===== src/rtl/conv_encoder.sv =====
// Frame-based convolutional encoder. Reads info bits (LSB first) from a byte
// SRAM, encodes with up to six generator polynomials of memory m = 3..6 and
// writes one 24-bit softbit word per trellis step into a word SRAM, using the
// same word format the Viterbi decoder consumes.
//
// state   | meaning
// --------+-----------------------------------------------------------
// IDLE    | waiting for start_i; config validated and latched on accept
// PRELOAD | tail-biting only: read last m info bits into the shift reg
// ENCODE  | one info-bit read per cycle, indices 0..L-1
// FLUSH   | zero-tail only: m zero-input steps
// DONE    | pipeline draining; pulses frame_done_o after the last write

module conv_encoder #(
  parameter int SRC_ADDR_W = 12,
  parameter int DST_ADDR_W = 12
) (
  input  logic                  clk_i,
  input  logic                  rst_an_i,
  input  logic                  rst_sync_i,
  input  logic                  start_i,
  input  logic [1:0]            register_num_i,
  input  logic [2:0]            valid_polynomials_i,
  input  logic                  tail_biting_en_i,
  input  logic [7:0]            polynomial1_i,
  input  logic [7:0]            polynomial2_i,
  input  logic [7:0]            polynomial3_i,
  input  logic [7:0]            polynomial4_i,
  input  logic [7:0]            polynomial5_i,
  input  logic [7:0]            polynomial6_i,
  input  logic [9:0]            infobit_length_i,
  output logic                  busy_o,
  output logic                  frame_done_o,
  output logic                  err_o,
  output logic                  src_rd_o,
  output logic [SRC_ADDR_W-1:0] src_addr_o,
  input  logic [7:0]            src_rdata_i,
  output logic                  dst_wr_o,
  output logic [DST_ADDR_W-1:0] dst_addr_o,
  output logic [23:0]           dst_wdata_o
);

  typedef enum logic [2:0] {IDLE, PRELOAD, ENCODE, FLUSH, DONE} state_t;

  // step kinds travelling down the read pipeline
  localparam logic [1:0] K_PRE   = 2'd0;
  localparam logic [1:0] K_ENC   = 2'd1;
  localparam logic [1:0] K_FLUSH = 2'd2;

  state_t          state;
  logic [9:0]      idx;
  logic [2:0]      flush_cnt;

  logic [2:0]      m_q;
  logic [2:0]      n_q;
  logic            tb_q;
  logic [9:0]      len_q;
  logic [7:0]      poly_q [6];

  // stage A: read issued (src_rd_o cycle); stage B: read data present
  logic            a_valid;
  logic [2:0]      a_sel;
  logic [1:0]      a_kind;
  logic            b_valid;
  logic [2:0]      b_sel;
  logic [1:0]      b_kind;

  logic [5:0]      shift_q;
  logic [DST_ADDR_W-1:0] wr_cnt;

  logic [2:0]      m_in;
  logic [2:0]      n_in;
  logic            start_bad;
  logic            accept;

  logic [5:0]      s_mask;
  logic [7:0]      tap_mask;
  logic            u_b;
  logic [7:0]      tap_v;
  logic [5:0]      shift_nx;
  logic [23:0]     word_nx;

  // decode and validate the unlatched config presented with start_i
  always_comb begin
    m_in      = 3'd6 - {1'b0, register_num_i};
    n_in      = (valid_polynomials_i > 3'd4) ? 3'd6 : valid_polynomials_i + 3'd2;
    start_bad = (infobit_length_i == 10'd0) ||
                (tail_biting_en_i && (infobit_length_i < 10'(m_in)));
    accept    = (state == IDLE) && start_i && !start_bad;
  end

  // one encoder step: taps above m are masked off, shift reg kept at m bits
  always_comb begin
    s_mask   = '0;
    tap_mask = '0;
    for (int i = 0; i < 6; i++) s_mask[i] = (3'(i) < m_q);
    for (int i = 0; i < 7; i++) tap_mask[i] = (3'(i) <= m_q);
    u_b      = (b_kind == K_FLUSH) ? 1'b0 : src_rdata_i[b_sel];
    tap_v    = {1'b0, shift_q, u_b} & tap_mask;
    shift_nx = {shift_q[4:0], u_b} & s_mask;
    word_nx  = '0;
    for (int k = 0; k < 6; k++) begin
      if (3'(k) < n_q) word_nx[4*k +: 4] = (^(poly_q[k] & tap_v)) ? 4'h9 : 4'h7;
    end
  end

  // frame sequencer: config latch, read issue and status pulses
  always_ff @(posedge clk_i or negedge rst_an_i) begin
    if (!rst_an_i) begin
      state <= IDLE; idx <= '0; flush_cnt <= '0;
      m_q <= '0; n_q <= '0; tb_q <= 1'b0; len_q <= '0;
      for (int k = 0; k < 6; k++) poly_q[k] <= '0;
      a_valid <= 1'b0; a_sel <= '0; a_kind <= K_PRE;
      busy_o <= 1'b0; frame_done_o <= 1'b0; err_o <= 1'b0;
      src_rd_o <= 1'b0; src_addr_o <= '0;
    end else if (rst_sync_i) begin
      state <= IDLE; idx <= '0; flush_cnt <= '0;
      m_q <= '0; n_q <= '0; tb_q <= 1'b0; len_q <= '0;
      for (int k = 0; k < 6; k++) poly_q[k] <= '0;
      a_valid <= 1'b0; a_sel <= '0; a_kind <= K_PRE;
      busy_o <= 1'b0; frame_done_o <= 1'b0; err_o <= 1'b0;
      src_rd_o <= 1'b0; src_addr_o <= '0;
    end else begin
      err_o        <= 1'b0;
      frame_done_o <= 1'b0;
      src_rd_o     <= 1'b0;
      a_valid      <= 1'b0;
      case (state)
        IDLE: begin
          if (start_i) begin
            if (start_bad) begin
              err_o <= 1'b1;
            end else begin
              m_q       <= m_in;
              n_q       <= n_in;
              tb_q      <= tail_biting_en_i;
              len_q     <= infobit_length_i;
              poly_q[0] <= polynomial1_i;
              poly_q[1] <= polynomial2_i;
              poly_q[2] <= polynomial3_i;
              poly_q[3] <= polynomial4_i;
              poly_q[4] <= polynomial5_i;
              poly_q[5] <= polynomial6_i;
              busy_o    <= 1'b1;
              if (tail_biting_en_i) begin
                state <= PRELOAD;
                idx   <= infobit_length_i - 10'(m_in);
              end else begin
                state <= ENCODE;
                idx   <= '0;
              end
            end
          end
        end
        PRELOAD: begin
          src_rd_o   <= 1'b1;
          src_addr_o <= SRC_ADDR_W'(idx[9:3]);
          a_valid    <= 1'b1;
          a_sel      <= idx[2:0];
          a_kind     <= K_PRE;
          if (idx == len_q - 10'd1) begin
            state <= ENCODE;
            idx   <= '0;
          end else begin
            idx <= idx + 10'd1;
          end
        end
        ENCODE: begin
          src_rd_o   <= 1'b1;
          src_addr_o <= SRC_ADDR_W'(idx[9:3]);
          a_valid    <= 1'b1;
          a_sel      <= idx[2:0];
          a_kind     <= K_ENC;
          if (idx == len_q - 10'd1) begin
            state     <= tb_q ? DONE : FLUSH;
            flush_cnt <= '0;
          end else begin
            idx <= idx + 10'd1;
          end
        end
        FLUSH: begin
          a_valid   <= 1'b1;
          a_sel     <= '0;
          a_kind    <= K_FLUSH;
          flush_cnt <= flush_cnt + 3'd1;
          if (flush_cnt == m_q - 3'd1) state <= DONE;
        end
        DONE: begin
          // last write is on the bus and nothing is left in flight
          if (dst_wr_o && !a_valid && !b_valid) begin
            frame_done_o <= 1'b1;
            busy_o       <= 1'b0;
            state        <= IDLE;
          end
        end
        default: state <= IDLE;
      endcase
    end
  end

  // data stage: shift register update and registered word write
  always_ff @(posedge clk_i or negedge rst_an_i) begin
    if (!rst_an_i) begin
      b_valid <= 1'b0; b_sel <= '0; b_kind <= K_PRE;
      shift_q <= '0; wr_cnt <= '0;
      dst_wr_o <= 1'b0; dst_addr_o <= '0; dst_wdata_o <= '0;
    end else if (rst_sync_i) begin
      b_valid <= 1'b0; b_sel <= '0; b_kind <= K_PRE;
      shift_q <= '0; wr_cnt <= '0;
      dst_wr_o <= 1'b0; dst_addr_o <= '0; dst_wdata_o <= '0;
    end else begin
      b_valid  <= a_valid;
      b_sel    <= a_sel;
      b_kind   <= a_kind;
      dst_wr_o <= 1'b0;
      if (accept) begin
        shift_q    <= '0;
        wr_cnt     <= '0;
        dst_addr_o <= '0;
      end else if (b_valid) begin
        shift_q <= shift_nx;
        if (b_kind != K_PRE) begin
          dst_wr_o    <= 1'b1;
          dst_wdata_o <= word_nx;
          dst_addr_o  <= wr_cnt;
          wr_cnt      <= wr_cnt + 1'b1;
        end
      end
    end
  end

endmodule


===== config.mk =====
export PLATFORM = sky130hd
export DESIGN_NAME = conv_encoder
export DESIGN_NICKNAME = d
export VERILOG_FILES = /design/src/rtl/conv_encoder.sv
export SDC_FILE = /design/constraint.sdc
export NUM_CORES = 1
export LEC_CHECK = 0
export ABC_CLOCK_PERIOD_IN_PS = 3700
export CAP_MARGIN = 10
export CORE_MARGIN = 2
export CORE_UTILIZATION = 26
export CTS_CLUSTER_DIAMETER = 40
export DETAILED_ROUTE_END_ITERATION = 8
export GPL_TIMING_DRIVEN = 0
export SLEW_MARGIN = 20
export SYNTH_ARGS = -nofsm -noshare
export SYNTH_HDL_FRONTEND = slang
export SYNTH_SLANG_ARGS = --single-unit

===== constraint.sdc =====
create_clock -name clk_i -period 3.7 [get_ports clk_i]
set_clock_uncertainty 0.1 [all_clocks]
set_input_delay 0.74 -clock clk_i [delete_from_list [all_inputs] [get_ports clk_i]]
set_output_delay 0.74 -clock clk_i [all_outputs]
set_load 0.02 [all_outputs]

Word-level counts from Yosys, hierarchy flattened
Cells that the tools add are included.
{"block": "op_classes", "n_reduce_logical": 39, "add_sub_neg": 8, "mux": 100, "magnitude_cmp": 22, "eq_ne": 16, "bitwise": 8}
{"op": "48-bit two-way mux", "n": 4}
{"op": "12-bit two-way mux", "n": 10}
{"op": "10-bit two-way mux", "n": 10}
{"op": "24-bit two-way mux", "n": 4}
{"op": "3-bit two-way mux", "n": 21}
{"op": "8-bit by 7-bit AND with 8-bit output", "n": 6}
{"op": "4-bit two-way mux", "n": 12}
{"op": "8-bit XOR reduction", "n": 6}
{"op": "10-bit one-hot mux with 3 select lines", "n": 1}
{"op": "1-bit two-way mux", "n": 26}
{"op": "3-bit inequality test, second input constant", "n": 7}
{"op": "6-bit two-way mux", "n": 3}
{"op": "3-bit one-hot mux with 5 select lines", "n": 1}
{"op": "3-bit nonzero test", "n": 5}
{"op": "12-bit by 1-bit adder with 12-bit output, second input constant", "n": 1}
{"op": "1-bit by 3-bit less-than comparator with 1-bit output, first input constant", "n": 4}
{"op": "2-bit by 3-bit less-than comparator with 1-bit output, first input constant", "n": 4}
{"op": "3-bit less-than comparator, first input constant", "n": 4}
{"op": "3-bit one-hot mux with 2 select lines", "n": 2}
{"op": "2-bit nonzero test", "n": 6}
{"op": "10-bit by 1-bit adder with 10-bit output, second input constant", "n": 1}
{"op": "10-bit equality test", "n": 1}
{"op": "10-bit zero test", "n": 1}
{"op": "10-bit by 3-bit less-than comparator with 1-bit output", "n": 1}
{"op": "other kinds (34)", "n": 52}
{"block": "word_totals", "register_bits": 164, "output_inout_bits": 53, "wordCells": 222}

Longest topological paths before layout
{"block": "depth", "ltp_word": 12, "depth_mapped": 12, "ltp_nobuf": 10}

Worst setup path after synthesis
No wires, ideal clock.
{"block": "synth_path", "path_kind": "input to register", "startpoint": "input register_num_i[0]", "endpoint": "register dst_wdata_o[10]", "required_ns": 3.497, "slack_ns": 0.585, "path_stages": 11, "setup_ns": 0.103, "t_arrival_ns": 2.912, "n_path_buf": 1, "cell_sequence": "ha_1 inv_1 fa_1 nand2b_1 a31oi_1 o311a_4 nor2_1 nor2_1 clkbuf_1 nand2_1 o41ai_2"}
{"block": "synth_between", "elab_chain_len": 8}
{"element": "start: declaration", "line": "22", "source": "input logic [1:0] register_num_i,"}
{"element": "3-bit by 2-bit subtractor with 3-bit output", "line": "85", "source": "m_in = 3'd6 - {1'b0, register_num_i};"}
{"element": "10-bit by 3-bit less-than comparator with 1-bit output", "line": "88", "source": "(tail_biting_en_i && (infobit_length_i < 10'(m_in)));"}
{"element": "1-bit logical AND", "line": "88"}
{"element": "1-bit logical OR", "line": "87", "source": "start_bad = (infobit_length_i == 10'd0) ||"}
{"element": "1-bit zero test", "line": "89", "source": "accept = (state == IDLE) && start_i && !start_bad;"}
{"element": "1-bit logical AND", "line": "89"}
{"element": "2-bit inequality test (no line)"}
{"element": "3-bit AND reduction (no line)"}
{"element": "end signal: assignment", "line": "224", "source": "dst_wdata_o <= word_nx;"}
{"element": "end: declaration", "line": "40", "source": "output logic [23:0] dst_wdata_o"}
No other way between the ends.
A chain may end at the register's enable or synchronous reset.

Worst setup path after layout
{"block": "layout_path", "startpoint": "input register_num_i[0]", "endpoint": "register idx[2]"}
{"block": "layout_between", "elab_chain_len": 7, "word_cells_on_any_way": 12, "classes_between": "add/sub: 2; order compare: 1; eq/ne: 1; mux: 5; reduce/logical: 3"}
{"element": "3-bit by 2-bit subtractor with 3-bit output *", "line": "85"}
{"element": "10-bit by 3-bit subtractor with 10-bit output", "line": "147", "source": "idx <= infobit_length_i - 10'(m_in);"}
{"element": "10-bit two-way mux", "line": "145", "source": "if (tail_biting_en_i) begin"}
{"element": "10-bit two-way mux", "line": "131", "source": "if (start_bad) begin"}
{"element": "10-bit two-way mux", "line": "130", "source": "if (start_i) begin"}
{"element": "10-bit one-hot mux with 3 select lines", "line": "128", "source": "case (state)"}
{"element": "10-bit two-way mux", "line": "116", "source": "end else if (rst_sync_i) begin"}
{"element": "end signal: assignment", "line": "147"}
{"element": "end signal: assignment", "line": "165", "source": "idx <= idx + 10'd1;"}
{"element": "end signal: assignment", "line": "178", "source": "idx <= idx + 10'd1;"}
{"element": "end: declaration", "line": "51", "source": "logic [9:0] idx;"}
Every way passes the cells marked *; elsewhere a longest branch is shown, timed or not. The select of a mux whose other input is x is not followed.

==> impl_metrics.toml <==
[route]
vias = 6173
drt-wirelength-per-cell_um = 16.7
wirelength_mm = 21.6
dr.pass1.iters = 5
drtIter0Drc = 433
drc_errors = 0
vias_per_cell = 4.76
drtAntennaViolNets = 0

[global_routing]
grt_max_degree = 92
first_global_vias = 6099
grt_pass1_wl_mm = 34.1
antenna_found_initial = 0
grt_usage = 0.143
overflow = 0

[synthesis]
synth_edf_count = 0
synth_area_um2 = 7610
ys_async_sr_fraction = 1.00
yosys_warnings = 0
ys_ff_latch = 147
synth-main-ff-cell = "dfrtp_1"
ys_types = 71
syn_inst = 760
ys_seq_area_frac = 0.483
syn_avg_cell_area_um2 = 10.0

[worst_setup_path]
path_max_fanout = 10
critPathKind = "in2reg"
setup.worst_path.start_class = "primary input"
cp-end-kind = "flop"
arrival_ns = 3.79
cp_data_required_time_ns = 3.92

[placed_design]
placed_area_um2 = 9300
place_hpwl_mm = 15.5
place.gp.congestion = 0.843
numPortBuffers = 116

[floorplanning]
fp.dieW_um = 175
die-area_um2 = 30700
io_pins = 129
fp.coreArea_um2 = 28800
die_h_um = 175
rows = 62
start_util = 0.264

[layout]
antenna-diode-count = 0
area_growth_pct = 30.3
final_nets = 988
post-route-util = 0.345
multiInputGateArea_um2 = 3620
regArea_um2 = 3680
drive_gt1_frac = 0.0921
fin_area_um2 = 9920
fillers = 2912

[clocking]
clk_path_buf_depth = 2
clock-sinks = 147
cts_tree = "built"
cts-root-buf = "clkbuf_16"
numCtsBuffers = 17
clkTransAtPathRegs_ns = 0.06
post-cts-setup-buffers = 0
htree_levels = 4
clkLatencyLatePin_ns = 0.44

[timing]
slew_viol_final = 0
final.setup.tns_ns = 0
max_slew_margin = 0.530
fin_crit_sh = 0.964
worst_slew_pin_slew_ns = 0.703
clock.fmax_mhz = 280
finalHoldViolations = 0
finalSetupViolations = 0
fin_crit_ns = 3.57
rsz0062_at_grt = "false"

[min_path]
min_path_type = "in2async"

[outcome]
status = "finished clean"

[pwr]
vdd_drop_max_mv = 0.311
p_per_area_nw_per_um2 = 544
leakage_nw = 4.14

[flow_run]
cap_viol_max_count = 0
layer usage:
layer / up-vias / global-route usage / part of all wire
met3: 22 / 0.0337 / 0.052
met1: 3037 / 0.201 / 0.48
met5: - / 0 / 0
met4: 0 / 0.0378 / 0.012
li1: 2955 / - / -
met2: 159 / 0.222 / 0.46
power by group:
group / internal [mW] / switching, mW
clock network: 1.01 / 0.774
logic: 0.654 / 0.915
registers: 1.83 / 0.212
synthesized netlist by cell type (all sizes together) (2+ instances only):
cell / instances / area share
a21o: 6 / 0.0059
a31oi: 4 / 0.0033
mux4: 2 / 0.0059
o22ai: 5 / 0.0041
a311oi: 3 / 0.0035
a21oi: 42 / 0.028
nand4: 2 / 0.0016
inv: 16 / 0.0079
nor2: 49 / 0.024
nand3: 16 / 0.011
and3: 3 / 0.0025
or3: 4 / 0.0039
and4: 2 / 0.0023
o32ai: 2 / 0.0023
o211ai: 3 / 0.0030
xnor3: 6 / 0.018
a32o: 7 / 0.0092
nand2b: 19 / 0.016
nor3: 10 / 0.0079
ha: 12 / 0.020
buf: 25 / 0.023
o311a: 2 / 0.0041
clkbuf: 29 / 0.014
or2: 5 / 0.0041
nor4b: 2 / 0.0023
nand2: 123 / 0.061
o21a: 6 / 0.0059
o21ai: 21 / 0.014
nand3b: 2 / 0.0020
nor2b: 17 / 0.014
and2: 6 / 0.0049
a2111oi: 2 / 0.0048
o2bb2ai: 2 / 0.0023
o41ai: 6 / 0.0099
a22o: 57 / 0.066
xor2: 28 / 0.032
dfrtp: 147 / 0.48
nor3b: 4 / 0.0039
o31ai: 11 / 0.012
nor4: 7 / 0.0058
xnor2: 26 / 0.030
cell families after synthesis:
group | count (synthesis) | synth area share
AND/OR/NAND/NOR | 274 | 0.170
AO/OA/AOI/OAI | 192 | 0.192
flip-flops | 147 | 0.483
buffers and inverters | 70 | 0.0447
XOR/XNOR | 60 | 0.0799
adder cells (fa/ha/maj) | 13 | 0.0224
multiplexers | 3 | 0.00723
other | 1 | 0.000493
critical path, cell delays in order:
cell and delay, ns:
clkdlybuf4s50_1 0.52, ha_1 0.41, inv_1 0.08, fa_1 0.42, nand2b_1 0.21, a31oi_2 0.28, o311a_4 0.24, o31ai_2 0.07
o21bai_1 0.21, buf_2 0.26, o31ai_1 0.10, a22o_1 0.24
layout make-up:
type / instances / share of cell area
Clock buffer: 17 / 0.0429
Timing Repair Buffer: 117 / 0.120
Clock inverter: 15 / 0.0173
Sequential cell: 147 / 0.371
Tap cell: 384 / 0.0484
Buffer: 53 / 0.0290
Multi-Input combinational cell: 547 / 0.365
Inverter: 16 / 0.00605
sequential cells by signal, summed over array words and instances (netlist names), 2 cells and up:
signal,count
dst_addr_o,12
wr_cnt,12
b_kind,2
state,3
src_addr_o,7
dst_wdata_o,18
poly_q,42
b_sel,3
n_q,3
len_q,10
m_q,3
shift_q,6
flush_cnt,3
idx,10
a_kind,2
a_sel,3
repair_timing:
action | 4_1_cts | 5_1_grt
hold buffers | 0 | 0
resized for setup | 8 | 4
endpoints found under the setup margin | 54 | 46
cloned | 0 | 0
metrics by stage:
step / cells / hold slack [ns] / worst slack, ns / power [mW]
2_1_floorplan: 764 / 0.344 / 0.585 / 3.08
3_3_place_gp: 1264 / 0.364 / -4.55 / 3.60
3_5_place_dp: 1265 / 0.372 / -0.806 / 3.63
4_1_cts: 1297 / 0.138 / 0.0448 / 5.45
5_1_grt: 1296 / 0.141 / 0.0340 / 5.71
6_report: 1296 / 0.108 / 0.132 / 5.40
placed cells by master, fill, tap and decap left out, types with 6 or more instances in the layout:
| cell | netlist | layout |
|---|---|---|
| buf_4 | 12 | 12 |
| o21ai_0 | 20 | 20 |
| buf_2 | 8 | 8 |
| xnor2_1 | 26 | 26 |
| nor2b_1 | 17 | 17 |
| inv_1 | 16 | 16 |
| clkbuf_2 | 0 | 6 |
| clkbuf_16 | 0 | 17 |
| o21a_1 | 6 | 6 |
| a21oi_1 | 42 | 42 |
| clkbuf_1 | 29 | 21 |
| xor2_1 | 28 | 28 |
| a21o_1 | 6 | 6 |
| nand3_1 | 16 | 16 |
| xnor3_1 | 6 | 6 |
| a32o_1 | 7 | 7 |
| o31ai_1 | 10 | 10 |
| nand2_1 | 123 | 123 |
| clkdlybuf4s50_1 | 0 | 115 |
| nor4_1 | 7 | 7 |
| ha_1 | 12 | 12 |
| nand2b_1 | 19 | 19 |
| dfrtp_1 | 147 | 147 |
| nor2_1 | 49 | 48 |
| nor3_1 | 8 | 8 |
| and2_1 | 6 | 6 |
| a22o_1 | 57 | 57 |
final timing paths:
| check | start | end | slack (ns) | cells past startpoint |
|---|---|---|---|---|
| max in group asynchronous | rst_an_i | dst_addr_o[3]$_DFFE_PN0P_ | 2.52 | 2 |
| min in group clk_i | dst_wdata_o[12]$_DFFE_PN0P_ | dst_wdata_o[12]$_DFFE_PN0P_ | 0.38 | 2 |
| min | rst_an_i | len_q[7]$_DFFE_PN0P_ | 0.11 | 1 |
| max reg2reg | len_q[0]$_DFFE_PN0P_ | idx[5]$_DFFE_PN0P_ | 0.50 | 11 |
| max | register_num_i[0] | idx[2]$_DFFE_PN0P_ | 0.13 | 12 |
| min reg2reg | dst_wdata_o[12]$_DFFE_PN0P_ | dst_wdata_o[12]$_DFFE_PN0P_ | 0.38 | 2 |
Power figures use the tool's default switching activity.
